**config.mk**
```make
export PLATFORM = sky130hd
export DESIGN_NAME = bcd_stopwatch
export DESIGN_NICKNAME = d
export VERILOG_FILES = /design/src/rtl/bcd_stopwatch.sv
export SDC_FILE = /design/constraint.sdc
export NUM_CORES = 1
export LEC_CHECK = 0
export CAP_MARGIN = 25
export CORE_ASPECT_RATIO = 0.7
export CORE_UTILIZATION = 45
export DETAILED_ROUTE_END_ITERATION = 10
export GPL_TIMING_DRIVEN = 0
export PLACE_DENSITY = 0.67
export SLEW_MARGIN = 40
export SYNTH_ARGS = -nofsm -noshare
export SYNTH_HDL_FRONTEND = slang
export SYNTH_SLANG_ARGS = --single-unit
```
**constraint.sdc**
```tcl
create_clock -name clk -period 1.63 [get_ports clk]
set_input_delay 0.326 -clock clk [delete_from_list [all_inputs] [get_ports clk]]
set_output_delay 0.326 -clock clk [all_outputs]
set_load 0.1 [all_outputs]
```
**src/rtl/bcd_stopwatch.sv**
```systemverilog
// Four-digit BCD stopwatch (00.00 .. 59.99, wrapping) driven by active-low start/stop and clear keys.
// Optional lap-hold display mode is built when BCD_STOPWATCH_LAP_EN is defined.

module bcd_key_sync (
   input  logic clk,
   input  logic rst_n,
   input  logic key_n,
   output logic press
);

   logic sync1;
   logic sync2;
   logic prev;

   // NOTE: sequential state uses non-blocking assignments only; the flops reset to the released (high) level.
   always_ff @(posedge clk or negedge rst_n) begin
      if (!rst_n) begin
         sync1 <= 1'b1;
         sync2 <= 1'b1;
         prev  <= 1'b1;
      end else begin
         sync1 <= key_n;
         sync2 <= sync1;
         prev  <= sync2;
      end
   end

   assign press = prev & ~sync2;

endmodule

module bcd_stopwatch #(
   parameter int CLK_HZ  = 50000000,
   parameter int TICK_HZ = 100
) (
   input  logic        clk,
   input  logic        rst_n,
   input  logic        key_start_stop_n,
   input  logic        key_clear_n,
`ifdef BCD_STOPWATCH_LAP_EN
   input  logic        key_lap_n,
`endif
   output logic [15:0] data_out,
   output logic        running
);

   localparam int PRESCALE = CLK_HZ / TICK_HZ;
   localparam int PW       = (PRESCALE > 1) ? $clog2(PRESCALE) : 1;
   localparam logic [PW-1:0] PRE_MAX = PW'(PRESCALE - 1);

   typedef enum logic [1:0] {
      ST_IDLE,
      ST_RUN,
      ST_PAUSE
`ifdef BCD_STOPWATCH_LAP_EN
      , ST_LAP
`endif
   } state_t;

   typedef struct packed {
      logic [3:0] d3;
      logic [3:0] d2;
      logic [3:0] d1;
      logic [3:0] d0;
   } count_t;

   state_t        state_q;
   state_t        state_d;
   logic [PW-1:0] pre_q;
   count_t        cnt_q;
   count_t        cnt_d;
   logic          ss_press;
   logic          clr_press;
   logic          counting;
   logic          tick;
   logic          do_clear;
   logic          start_from_idle;

   bcd_key_sync u_sync_ss (
      .clk   (clk),
      .rst_n (rst_n),
      .key_n (key_start_stop_n),
      .press (ss_press)
   );

   bcd_key_sync u_sync_clr (
      .clk   (clk),
      .rst_n (rst_n),
      .key_n (key_clear_n),
      .press (clr_press)
   );

`ifdef BCD_STOPWATCH_LAP_EN
   logic lap_press;

   bcd_key_sync u_sync_lap (
      .clk   (clk),
      .rst_n (rst_n),
      .key_n (key_lap_n),
      .press (lap_press)
   );
`endif

   always_ff @(posedge clk or negedge rst_n) begin
      if (!rst_n) state_q <= ST_IDLE;
      else        state_q <= state_d;
   end

   // NOTE: every combinational output gets a default first so no path can infer a latch.
   always_comb begin
      state_d = state_q;
      case (state_q)
         ST_IDLE:  if (ss_press) state_d = ST_RUN;
         ST_RUN: begin
            if (ss_press) state_d = ST_PAUSE;
`ifdef BCD_STOPWATCH_LAP_EN
            else if (lap_press) state_d = ST_LAP;
`endif
         end
         // Clear outranks start/stop when both arrive together while paused.
         ST_PAUSE: begin
            if (clr_press)     state_d = ST_IDLE;
            else if (ss_press) state_d = ST_RUN;
         end
`ifdef BCD_STOPWATCH_LAP_EN
         ST_LAP: begin
            if (ss_press)       state_d = ST_PAUSE;
            else if (lap_press) state_d = ST_RUN;
         end
`endif
         default:  state_d = ST_IDLE;
      endcase
   end

   always_comb begin
      running = 1'b0;
      case (state_q)
         ST_RUN:  running = 1'b1;
`ifdef BCD_STOPWATCH_LAP_EN
         ST_LAP:  running = 1'b1;
`endif
         default: running = 1'b0;
      endcase
   end

   assign counting        = running;
   assign tick            = counting && (pre_q == PRE_MAX);
   assign do_clear        = (state_q == ST_PAUSE) && clr_press;
   assign start_from_idle = (state_q == ST_IDLE) && ss_press;

   // Prescaler holds its value while paused so a resume finishes the partial interval.
   always_ff @(posedge clk or negedge rst_n) begin
      if (!rst_n) begin
         pre_q <= '0;
      end else if (do_clear || start_from_idle) begin
         pre_q <= '0;
      end else if (counting) begin
         pre_q <= tick ? '0 : pre_q + PW'(1);
      end
   end

   always_comb begin
      cnt_d = cnt_q;
      if (do_clear) begin
         cnt_d = '0;
      end else if (tick) begin
         if (cnt_q.d0 != 4'd9) begin
            cnt_d.d0 = cnt_q.d0 + 4'd1;
         end else begin
            cnt_d.d0 = 4'd0;
            if (cnt_q.d1 != 4'd9) begin
               cnt_d.d1 = cnt_q.d1 + 4'd1;
            end else begin
               cnt_d.d1 = 4'd0;
               if (cnt_q.d2 != 4'd9) begin
                  cnt_d.d2 = cnt_q.d2 + 4'd1;
               end else begin
                  cnt_d.d2 = 4'd0;
                  cnt_d.d3 = (cnt_q.d3 == 4'd5) ? 4'd0 : cnt_q.d3 + 4'd1;
               end
            end
         end
      end
   end

   always_ff @(posedge clk or negedge rst_n) begin
      if (!rst_n) cnt_q <= '0;
      else        cnt_q <= cnt_d;
   end

`ifdef BCD_STOPWATCH_LAP_EN
   count_t lap_hold_q;

   // Captures the displayed count on the edge that enters the lap view.
   always_ff @(posedge clk or negedge rst_n) begin
      if (!rst_n) begin
         lap_hold_q <= '0;
      end else if ((state_q == ST_RUN) && (state_d == ST_LAP)) begin
         lap_hold_q <= cnt_q;
      end
   end

   assign data_out = (state_q == ST_LAP) ? lap_hold_q : cnt_q;
`else
   assign data_out = cnt_q;
`endif

endmodule

```
==> summary.txt, run 1 <==
Setup path
  – Setup crit end kind: flip-flop
  – Worst Setup Path Type: reg2reg
  – CP required: 1.86 ns
  – Crit path DAT: 2.14 ns
  – CP startpoint kind: flip-flop
  – CP max FO: 6

Clock network
  – CTS Root Cell: clkbuf_8
  – Clk_lat worst skew: 0.30 ns
  – H-tree depth: 2
  – TritonCTS clock tree: done
  – Num CTS Buffers: 5
  – Clk sinks: 43
  – Clock Path Buffers: 2
  – Clock-pin slew on the worst setup and hold paths: 0.08 ns

Drt
  – Final WL: 5997 microns
  – Post-detailed-route count of antenna-violating nets: 0
  – Vias per inst: 5.484
  – Wire per inst: 15.70 microns
  – Drt first-iter violations: 77
  – Via count: 2095
  – Drt pass-1 iters: 4
  – Drt drc: 0

Synthesis
  – Cell area after synthesis: 2349 sq um
  – Largest family of logic cells by synthesized area: simple AND/OR/NAND/NOR gates
  – Commonest register cell after synthesis: dfrtp_1
  – EDFF count, synth: 0
  – Mux share of post-synthesis cell area: 0.009057
  – Synthesis Warnings: 0
  – Netlist cell types: 47
  – Post-Synth Simple-Gate Area: 0.2664
  – Post-synthesis async set-or-reset flop share: 1.000
  – Post-Synth Adder-Cell Area: 0.04795
  – Synth Area in XOR/XNOR: 0.04102
  – Post-synthesis sequential area ratio: 0.4614
  – Gate Count Post-Synth: 249
  – Register bit total from synthesis: 43
  – Syn Area/Cell: 9.432 sq um
  – Syn nets: 262
  – Compound-Gate Fraction of Synth Area: 0.1401

Power
  – Pwr Density: 824.7 nW/um^2
  – Power share of the combinational group: 0.250
  – Sequential fraction of design power: 0.437
  – VDD IR max: 562.6 uV
  – Total leakage power: 1.424 nW
  – Internal power: 1.935 mW
  – Sw Pwr: 0.8533 mW
  – Clock network fraction of total power: 0.313
  – Switch share: 0.3061
  – Total power: 2.788 mW

Timing
  – Slew HR: 0.6719
  – Worst-Margin Slew: 0.4955 ns
  – Post-route setup slack: -0.2792 ns
  – Final Cycle Share: 1.171
  – Final hold vios: 0
  – Worst hold slack: 0.3598 ns
  – Setup repair after global routing missed its margin: true
  – Fmax: 523.8 MHz
  – Post-layout min period: 1.909 ns
  – Slew Limit Fails: 0
  – Fin Clk Skew: 0.004218 ns
  – Final setup viols: 33

Cells and area
  – Multi-input gate area: 1503 sq um
  – Post-route insts no fill: 382
  – Most common cell after layout, fill and taps aside: buf_4
  – Nets: 325
  – Syn-to-layout area delta: 43.95%
  – FILL cells: 387
  – Layout cell share with drive strength beyond 1: 0.4952
  – Ant diodes: 0
  – Most frequent cells in the layout: 30 x buf_4, 18 x nor2_1, 16 x dfrtp_2
  – Storage cell area: 1126 sq um
  – Final core utilization: 0.6918

Outcome
  – Violated checks: setup timing
  – Outcome: finished, violations left

Flow run
  – Maxcap violations: 0

Die
  – Core area: 4887 sq um
  – Die Footprint: 5516 sq um
  – Die X: 88.35 microns
  – Die Span Y: 62.44 microns
  – Initial cell density of the core: 0.4805
  – # rows: 21
  – I/O Pins: 21

GRT
  – First-pass GRT wire length: 9459 microns
  – GRT Util Overall: 0.2254
  – Initial antenna violation count: 0
  – Vias in the first global route: 1900
  – Gr ovfl total: 0
  – Largest net degree at the start of global routing: 28

Worst hold path
  – Worst min-delay path category: reg2reg

Place
  – Inst Count DP: 339
  – Gpl congestion: 0.8159
  – Port bufs: 20
  – DPL Wire Length: 3814 microns
==> critical path, cell delays in order (launching register included) <==
cell	delay [ns]
dfrtp_2	0.44
nor4b_4	0.31
and4_4	0.29
buf_4	0.11
nand3_2	0.08
buf_6	0.14
or3_4	0.33
a21oi_2	0.13
==> metal layers <==
metal	vias to the layer above	global-route usage	share of wire
li1	1016	-	-
met1	1028	0.3574	0.53
met2	42	0.3058	0.42
met3	9	0.04756	0.042
met4	0	0.06048	0.010
met5	-	0	0
==> stage by stage <==
| step | setup TNS, ns | setup slack, ns | area, sq um |
|---|---|---|---|
| after detailed placement | -6.693 | -0.3583 | 2743 |
| after global placement | -53.21 | -1.270 | 2810 |
| final | -5.596 | -0.2792 | 3381 |
| after global routing | -7.955 | -0.3595 | 3381 |
| after CTS | -3.364 | -0.2372 | 3085 |
| after floorplan | -1.344 | -0.1358 | 2524 |
==> logic make-up (layout without fill, tap and decap cells) <==
kind of cell	Yosys count	in the layout
xor gates and xnor gates	11	11
muxes	2	2
adders and majority gates	9	9
DFF	43	43
and+or+nand+nor	111	111
AOI/OAI and AO/OA	54	54
buffers and inverters	19	83
==> what timing repair did <==
action | 4_1_cts | 5_1_grt
hold endpoints to repair | 16 | 0
resized for setup | 31 | 47
pin swaps | 13 | 24
setup buffers | 14 | 22
hold buffers | 1 | 0
setup endpoints to repair | 36 | 37
==> power groups by stage <==
| stage | combinational (mW) | sequential (mW) | clock [mW] |
|---|---|---|---|
| 4_1_cts | 0.605 | 1.20 | 0.895 |
| 5_1_grt | 0.752 | 1.22 | 0.952 |
| 6_report | 0.697 | 1.22 | 0.874 |
| 3_3_place_gp | 0.455 | 1.23 | 0 |
| 3_5_place_dp | 0.458 | 1.23 | 0 |
| 2_1_floorplan | 0.348 | 1.21 | 0 |
==> Yosys cell counts, drive strengths merged (2+ instances only) <==
library cell,number,area [sq um]
buf,2,16.26
nand3,17,90.09
o21ai,12,60.06
and3,4,25.02
or2,2,12.52
nor3b,2,15.01
nor2b,5,31.28
and2,4,26.28
a21oi,21,105.1
clkbuf,4,15.01
dfstp,6,157.7
and4,3,28.78
o2bb2ai,2,17.52
a22oi,2,15.01
xnor2,11,96.34
nand3b,2,15.01
inv,13,48.79
nand4,5,31.28
a211oi,6,45.04
nor4b,3,41.29
ha,9,112.6
nor4,4,25.02
nor2,21,78.83
a21o,5,37.54
nor3,4,25.02
dfrtp,37,925.9
nand2,19,71.32
or3,12,75.07
and3b,2,17.52
==> path summary, 6_finish.rpt <==
kind                                  startpoint  slack (ns)               end  depth (start not counted)
worst max-delay path                    pre_q[9]       -0.28       data_out[7]                          7
worst min-delay path            u_sync_clr.sync1        0.36  u_sync_clr.sync2                          0
worst max register to register          pre_q[9]       -0.28       data_out[7]                          7
worst min register to register  u_sync_clr.sync1        0.36  u_sync_clr.sync2                          0
max in group asynchronous                  rst_n        0.69  u_sync_clr.sync1                          3
min in group asynchronous                  rst_n        0.45          pre_q[0]                          2
==> layout make-up <==
class                   count  share of cell area
clock buffers               6             0.02443
plain buffers               5             0.01369
clock inverters             2             0.01036
well taps                  69             0.02554
inverters                  13             0.01813
multi-input cells         187              0.4445
flip-flops and latches     43              0.3331
repair buffers             57              0.1303
==> flip-flops by register name, indices dropped and copies added (netlist names) <==
register          cells
data_out             16
pre_q                19
state_q               2
u_sync_clr.prev       1
u_sync_clr.sync1      1
u_sync_clr.sync2      1
u_sync_ss.prev        1
u_sync_ss.sync1       1
u_sync_ss.sync2       1
Power figures use the tool's default switching activity.
==> run 2, diff against run 1 <==
--- a/config.mk
+++ b/config.mk
@@ -5,12 +5,13 @@
 export SDC_FILE = /design/constraint.sdc
 export NUM_CORES = 1
 export LEC_CHECK = 0
+export ABC_AREA = 1
 export CAP_MARGIN = 25
 export CORE_ASPECT_RATIO = 0.7
 export CORE_UTILIZATION = 45
 export DETAILED_ROUTE_END_ITERATION = 10
 export GPL_TIMING_DRIVEN = 0
-export PLACE_DENSITY = 0.67
+export PLACE_DENSITY = 0.79
 export SLEW_MARGIN = 40
 export SYNTH_ARGS = -nofsm -noshare
 export SYNTH_HDL_FRONTEND = slang
==> summary.txt, run 2 <==
Cells and area
  – Most frequent cells in the layout: 107 x nand2_1, 39 x inv_1, 34 x nand3_1 (was 30 x buf_4, 18 x nor2_1, 16 x dfrtp_2)
  – Layout cell share with drive strength beyond 1: 0.2405 (was 0.4952)
  – Multi-input gate area: 1306 sq um (was 1503 sq um)
  – Most common cell after layout, fill and taps aside: nand2_1 (was buf_4)
  – Storage cell area: 1111 sq um (was 1126 sq um)
  – Nets: 382 (was 325)
  – Max reg flops: 19 (unchanged)
  – Syn-to-layout area delta: 16.74% (was 43.95%)
  – Ant diodes: 0 (unchanged)
  – Post-route insts no fill: 442 (was 382)
  – FILL cells: 475 (was 387)
  – Largest Register: pre_q (unchanged)

Setup path
  – Reg2reg path depth: 5 (was 7)
  – Slowest cell on crit path: dfrtp_2 (unchanged)
  – Critical R2R Capture: data_out[0] (was data_out[7])
  – CP peak stage delay: 0.46 ns (was 0.44 ns)
  – Crit path DAT: 1.24 ns (was 2.14 ns)
  – CP max FO: 5 (was 6)
  – CP required: 1.30 ns (was 1.86 ns)
  – Worst R2R Start: data_out[0] (was pre_q[9])
  – Crit path max-delay family: flip-flops (was simple AND/OR/NAND/NOR gates)
  – FF-to-FF setup slack: 0.09 ns (was -0.28 ns)
  – Worst path bufs/invs: 2 (unchanged)
  – Crit-path cells: nand2_2 > clkinvlp_4 > buf_8 (was nor4b_4 > and4_4 > buf_4 > nand3_2 > buf_6 > or3_4 > a21oi_2)
  – CP startpoint kind: flip-flop (unchanged)
  – Worst Setup Path Type: reg2out (was reg2reg)
  – Setup crit end kind: primary output (was flip-flop)

GRT
  – Vias in the first global route: 2008 (was 1900)
  – Initial antenna violation count: 0 (unchanged)
  – First-pass GRT wire length: 9183 microns (was 9459 microns)
  – GRT Util Overall: 0.1968 (was 0.2254)
  – Gr ovfl total: 0 (unchanged)
  – Largest net degree at the start of global routing: 44 (was 28)

Synthesis
  – Syn Area/Cell: 7.452 sq um (was 9.432 sq um)
  – Top cells by area, synth: dfrtp_1 37%, nand2_1 16%, nand3_1 6.9% (was dfrtp_1 39%, dfstp_2 6.7%, ha_1 4.8%)
  – Compound-Gate Fraction of Synth Area: 0.06142 (was 0.1401)
  – Cell area after synthesis: 2526 sq um (was 2349 sq um)
  – Post-Synth Simple-Gate Area: 0.3675 (was 0.2664)
  – Gate Count Post-Synth: 339 (was 249)
  – Leading area contributor after synthesis: dfrtp_1 (unchanged)
  – Commonest cells post-synth: 110 x nand2_1, 40 x inv_1, 37 x dfrtp_1, 36 x nor2_1, 35 x nand3_1 (was 37 x dfrtp_1, 21 x a21oi_1, 21 x nor2_1, 19 x nand2_1, 16 x nand3_1)
  – Post-synthesis sequential area ratio: 0.4289 (was 0.4614)
  – Synthesis Warnings: 0 (unchanged)
  – Register bit total from synthesis: 43 (unchanged)
  – Netlist cell types: 28 (was 47)
  – EDFF count, synth: 0 (unchanged)
  – Synth Area in XOR/XNOR: 0.02427 (was 0.04102)
  – Post-synthesis async set-or-reset flop share: 1.000 (unchanged)
  – Syn nets: 352 (was 262)
  – Top-count cell post-synth: nand2_1 (was dfrtp_1)
  – Largest family of logic cells by synthesized area: simple AND/OR/NAND/NOR gates (unchanged)
  – Mux share of post-synthesis cell area: 0 (was 0.009057)
  – Post-Synth Adder-Cell Area: 0.04458 (was 0.04795)
  – Top-area cell type share of the netlist area: 0.3665 (was 0.3942)
  – Commonest register cell after synthesis: dfrtp_1 (unchanged)

Clock network
  – Num CTS Buffers: 5 (unchanged)
  – TritonCTS clock tree: done (unchanged)
  – Hold_buf cts: 0 (was 1)
  – CTS Root Cell: clkbuf_8 (unchanged)
  – Clk sinks: 43 (unchanged)
  – Clk_lat worst skew: 0.30 ns (about the same)
  – Clock Path Buffers: 2 (unchanged)
  – Clock-pin slew on the worst setup and hold paths: 0.08 ns (about the same)
  – H-tree depth: 2 (unchanged)

Die
  – Die Span Y: 64.69 microns (was 62.44 microns)
  – Core area: 5313 sq um (was 4887 sq um)
  – Initial cell density of the core: 0.4755 (was 0.4805)
  – # rows: 22 (was 21)
  – Die X: 91.55 microns (was 88.35 microns)
  – Die Footprint: 5922 sq um (was 5516 sq um)
  – I/O Pins: 21 (unchanged)

Outcome
  – Outcome: complete, no violations (was finished, violations left)

Timing
  – Post-layout min period: 1.566 ns (was 1.909 ns)
  – Final setup viols: 0 (was 33)
  – Worst-Margin Slew: 0.5509 ns (was 0.4955 ns)
  – Fmax: 638.5 MHz (was 523.8 MHz)
  – Final Cycle Share: 0.9609 (was 1.171)
  – Slew Limit Fails: 0 (unchanged)
  – Fin Clk Skew: 0.006011 ns (was 0.004218 ns)
  – Setup repair after global routing missed its margin: true (unchanged)
  – Slew HR: 0.6327 (was 0.6719)
  – Final hold vios: 0 (unchanged)
  – Worst hold slack: 0.01040 ns (was 0.3598 ns)

Drt
  – Via count: 2251 (was 2095)
  – Vias per inst: 5.093 (was 5.484)
  – Drt drc: 0 (unchanged)
  – Wire per inst: 12.18 microns (was 15.70 microns)
  – Final WL: 5383 microns (was 5997 microns)
  – Drt first-iter violations: 176 (was 77)
  – Drt pass-1 iters: 4 (unchanged)
  – Post-detailed-route count of antenna-violating nets: 0 (unchanged)

Place
  – Inst Count DP: 431 (was 339)
  – Gpl congestion: 0.8611 (was 0.8159)
  – Port bufs: 20 (unchanged)
  – DPL Wire Length: 3878 microns (was 3814 microns)

Power
  – Total leakage power: 1.471 nW (was 1.424 nW)
  – VDD IR max: 532.9 uV (was 562.6 uV)
  – Pwr Density: 869.7 nW/um^2 (was 824.7 nW/um^2)

Worst hold path
  – Worst min-delay path category: in2async (was reg2reg)

Flow run
  – Maxcap violations: 0 (unchanged)
[run 2: logic make-up (layout without fill, tap and decap cells)]
| kind of cell | after synthesis | in the layout |
|---|---|---|
| compound gates | 24 | 24 |
| xor+xnor | 7 | 7 |
| fa+ha+maj | 9 | 9 |
| buf+inv | 46 | 77 |
| flops | 43 | 43 |
| simple gates | 210 | 210 |
[run 2: timing repair]
action	4_1_cts	5_1_grt
pin swaps	0	2
setup endpoints to repair	8	29
buffers inserted	0	3
gates resized for setup	4	13
[run 2: metrics by stage]
stage          setup TNS, ns  instance area [sq um]  total power, mW  worst slack, ns    util
2_1_floorplan              0                   2560            1.577          0.01024       -
4_1_cts                    0                   2874            2.479         0.003224  0.5410
3_3_place_gp          -45.03                   2850            1.713           -1.241  0.5365
5_1_grt              -0.1715                   2949            2.699         -0.03039  0.5551
6_report                   0                   2949            2.565          0.06380  0.5551
3_5_place_dp         -0.2086                   2763            1.715         -0.04136  0.5200
[run 2: worst max-delay path by stage]
stage          cells after the start        from            to
2_1_floorplan                      6  state_q[0]     pre_q[13]
3_3_place_gp                       1       rst_n   data_out[1]
3_5_place_dp                       8    pre_q[0]     pre_q[11]
4_1_cts                            9    pre_q[0]   data_out[9]
5_1_grt                            9    pre_q[0]  data_out[11]
6_report                           3  state_q[0]       running
[run 2: area by class of cell]
type                    count  share of cell area
inverters                  43             0.05600
well taps                  72             0.03055
clock buffers               8             0.03394
flip-flops and latches     43              0.3768
multi-input cells         250              0.4429
repair buffers             23             0.04922
plain buffers               3             0.01061
[run 2: layer usage]
layer  up-vias  GRT usage  part of all wire
met3        12    0.03521             0.058
met1      1044     0.2922              0.51
met5         -          0                 0
met4         0    0.05754             0.016
met2        60     0.2923              0.42
li1       1135          -                 -
[run 2: power by group]
part,switching [mW],total (mW),internal [mW]
logic,0.398,0.595,0.197
clock network,0.360,0.747,0.387
registers,0.0836,1.22,1.14
total,0.842,2.56,1.72
==> run 3, diff against run 2 <==
--- a/config.mk
+++ b/config.mk
@@ -10,7 +10,6 @@
 export CORE_ASPECT_RATIO = 0.7
 export CORE_UTILIZATION = 45
 export DETAILED_ROUTE_END_ITERATION = 10
-export GPL_TIMING_DRIVEN = 0
 export PLACE_DENSITY = 0.79
 export SLEW_MARGIN = 40
 export SYNTH_ARGS = -nofsm -noshare
==> summary.txt, run 3 (synthesis results as in run 2) <==
Outcome
  – Outcome: complete, no violations (unchanged)

Die
  – I/O Pins: 21 (unchanged)
  – Die Footprint: 5922 sq um (unchanged)
  – # rows: 22 (unchanged)
  – Initial cell density of the core: 0.4755 (unchanged)
  – Die X: 91.55 microns (unchanged)
  – Die Span Y: 64.69 microns (unchanged)
  – Core area: 5313 sq um (unchanged)

Drt
  – Drt first-iter violations: 171 (was 176)
  – Wire per inst: 13.51 microns (was 12.18 microns)
  – Via count: 2344 (was 2251)
  – Post-detailed-route count of antenna-violating nets: 0 (unchanged)
  – Drt pass-1 iters: 4 (unchanged)
  – Drt drc: 0 (unchanged)
  – Vias per inst: 5.209 (was 5.093)
  – Final WL: 6080 microns (was 5383 microns)

GRT
  – First-pass GRT wire length: 10290 microns (was 9183 microns)
  – Largest net degree at the start of global routing: 44 (unchanged)
  – Gr ovfl total: 0 (unchanged)
  – Initial antenna violation count: 0 (unchanged)
  – Vias in the first global route: 2274 (was 2008)
  – GRT Util Overall: 0.2214 (was 0.1968)

Power
  – VDD IR max: 419.5 uV (was 532.9 uV)
  – Total power: 2.535 mW (was 2.565 mW)
  – Pwr Density: 775.5 nW/um^2 (was 869.7 nW/um^2)
  – Total leakage power: 1.559 nW (was 1.471 nW)

Cells and area
  – Layout cell share with drive strength beyond 1: 0.2566 (was 0.2405)
  – Largest Register: pre_q (unchanged)
  – Ant diodes: 0 (unchanged)
  – Nets: 390 (was 382)
  – Syn-to-layout area delta: 29.42% (was 16.74%)
  – Most frequent cells in the layout: 106 x nand2_1, 38 x inv_1, 35 x nor2_1 (was 107 x nand2_1, 39 x inv_1, 34 x nand3_1)
  – FILL cells: 459 (was 475)
  – Most common cell after layout, fill and taps aside: nand2_1 (unchanged)
  – Max reg flops: 19 (unchanged)

Timing
  – Post-layout min period: 1.614 ns (was 1.566 ns)
  – Setup repair after global routing missed its margin: true (unchanged)
  – Slew Limit Fails: 0 (unchanged)
  – Worst-Margin Slew: 0.3051 ns (was 0.5509 ns)
  – Fmax: 619.8 MHz (was 638.5 MHz)
  – Final Cycle Share: 0.9899 (was 0.9609)
  – Slew HR: 0.7960 (was 0.6327)
  – Final hold vios: 0 (unchanged)
  – Post-route setup slack: 0.01647 ns (was 0.06380 ns)
  – Final setup viols: 0 (unchanged)
  – Fin Clk Skew: 0.01245 ns (was 0.006011 ns)

Place
  – Gpl congestion: 0.9132 (was 0.8611)
  – Port bufs: 20 (unchanged)
  – Pre-CTS setup slack: 0.04838 ns (was -0.04136 ns)
  – DPL Wire Length: 4426 microns (was 3878 microns)

Clock network
  – Clock Path Buffers: 2 (unchanged)
  – Clk_lat worst skew: 0.30 ns (about the same)
  – Clk sinks: 43 (unchanged)
  – TritonCTS clock tree: done (unchanged)
  – Clock-pin slew on the worst setup and hold paths: 0.09 ns (was 0.08 ns)
  – Num CTS Buffers: 5 (unchanged)
  – CTS Root Cell: clkbuf_8 (unchanged)
  – H-tree depth: 2 (unchanged)

Setup path
  – CP required: 1.87 ns (was 1.30 ns)
  – FF-to-FF setup slack: 0.02 ns (was 0.09 ns)
  – CP startpoint kind: flip-flop (unchanged)
  – CP max FO: 18 (was 5)
  – Setup crit end kind: flip-flop (was primary output)
  – Crit path DAT: 1.85 ns (was 1.24 ns)
  – Worst Setup Path Type: reg2reg (was reg2out)

Flow run
  – Maxcap violations: 0 (unchanged)

Worst hold path
  – Worst min-delay path category: reg2reg (was in2async)
-- run 3: cell type report --
type / count / area (sq um) / share of cell area
tap: 72 / 90.09 / 0.02755
multi-input combinational: 250 / 1310 / 0.4007
clock inverter: 1 / 5.005 / 0.001531
clock buffer: 7 / 86.33 / 0.02641
inverter: 43 / 165.2 / 0.05052
timing repair buffer: 34 / 501.7 / 0.1535
sequential: 43 / 1111 / 0.3398
-- run 3: report_power, final --
part,switching (mW),internal [mW]
logic,0.401,0.214
clock network,0.368,0.342
registers,0.0722,1.14
-- run 3: final timing paths --
check | startpoint | endpoint | depth (start not counted)
worst max-delay path | u_sync_ss.prev | pre_q[9] | 9
worst min-delay path | u_sync_clr.sync1 | u_sync_clr.sync2 | 0
worst max register to register | u_sync_ss.prev | pre_q[9] | 9
worst min register to register | u_sync_clr.sync1 | u_sync_clr.sync2 | 0
max in group asynchronous | rst_n | u_sync_ss.sync2 | 3
min in group asynchronous | rst_n | pre_q[12] | 3
-- run 3: through the flow --
step	cells	hold slack, ns	TNS [ns]	utilization	area [sq um]
6_report	450	0.3561	0	0.6154	3269
3_3_place_gp	438	0.3180	0	0.5820	3092
2_1_floorplan	339	0.03041	0	-	2560
5_1_grt	450	0.3639	-0.6479	0.6154	3269
4_1_cts	447	0.3582	0	0.6015	3196
3_5_place_dp	438	0.3171	0	0.5820	3092
-- run 3: layer usage --
layer | wire length [microns] | global-route usage
met5 | 0 | 0
met1 | 2873 | 0.3021
met2 | 2913 | 0.3647
met4 | 26 | 0.05159
met3 | 267 | 0.04460
-- run 3: worst max-delay path: stages (launching register included) --
cell and delay [ns]:
dfstp_2 0.53, nand2_1 0.11, nor2_1 0.21, nand2_2 0.15, nand3_2 0.14, buf_12 0.15, nand2_1 0.06, nand2_1 0.07
nand2_1 0.05, nor2_1 0.08
-- run 3: timing repair --
action	in CTS	in global routing
buffers inserted	0	3
hold buffers	1	0
setup endpoints to repair	1	25
hold endpoints to repair	5	0
resized for setup	1	14
pin swaps	0	2
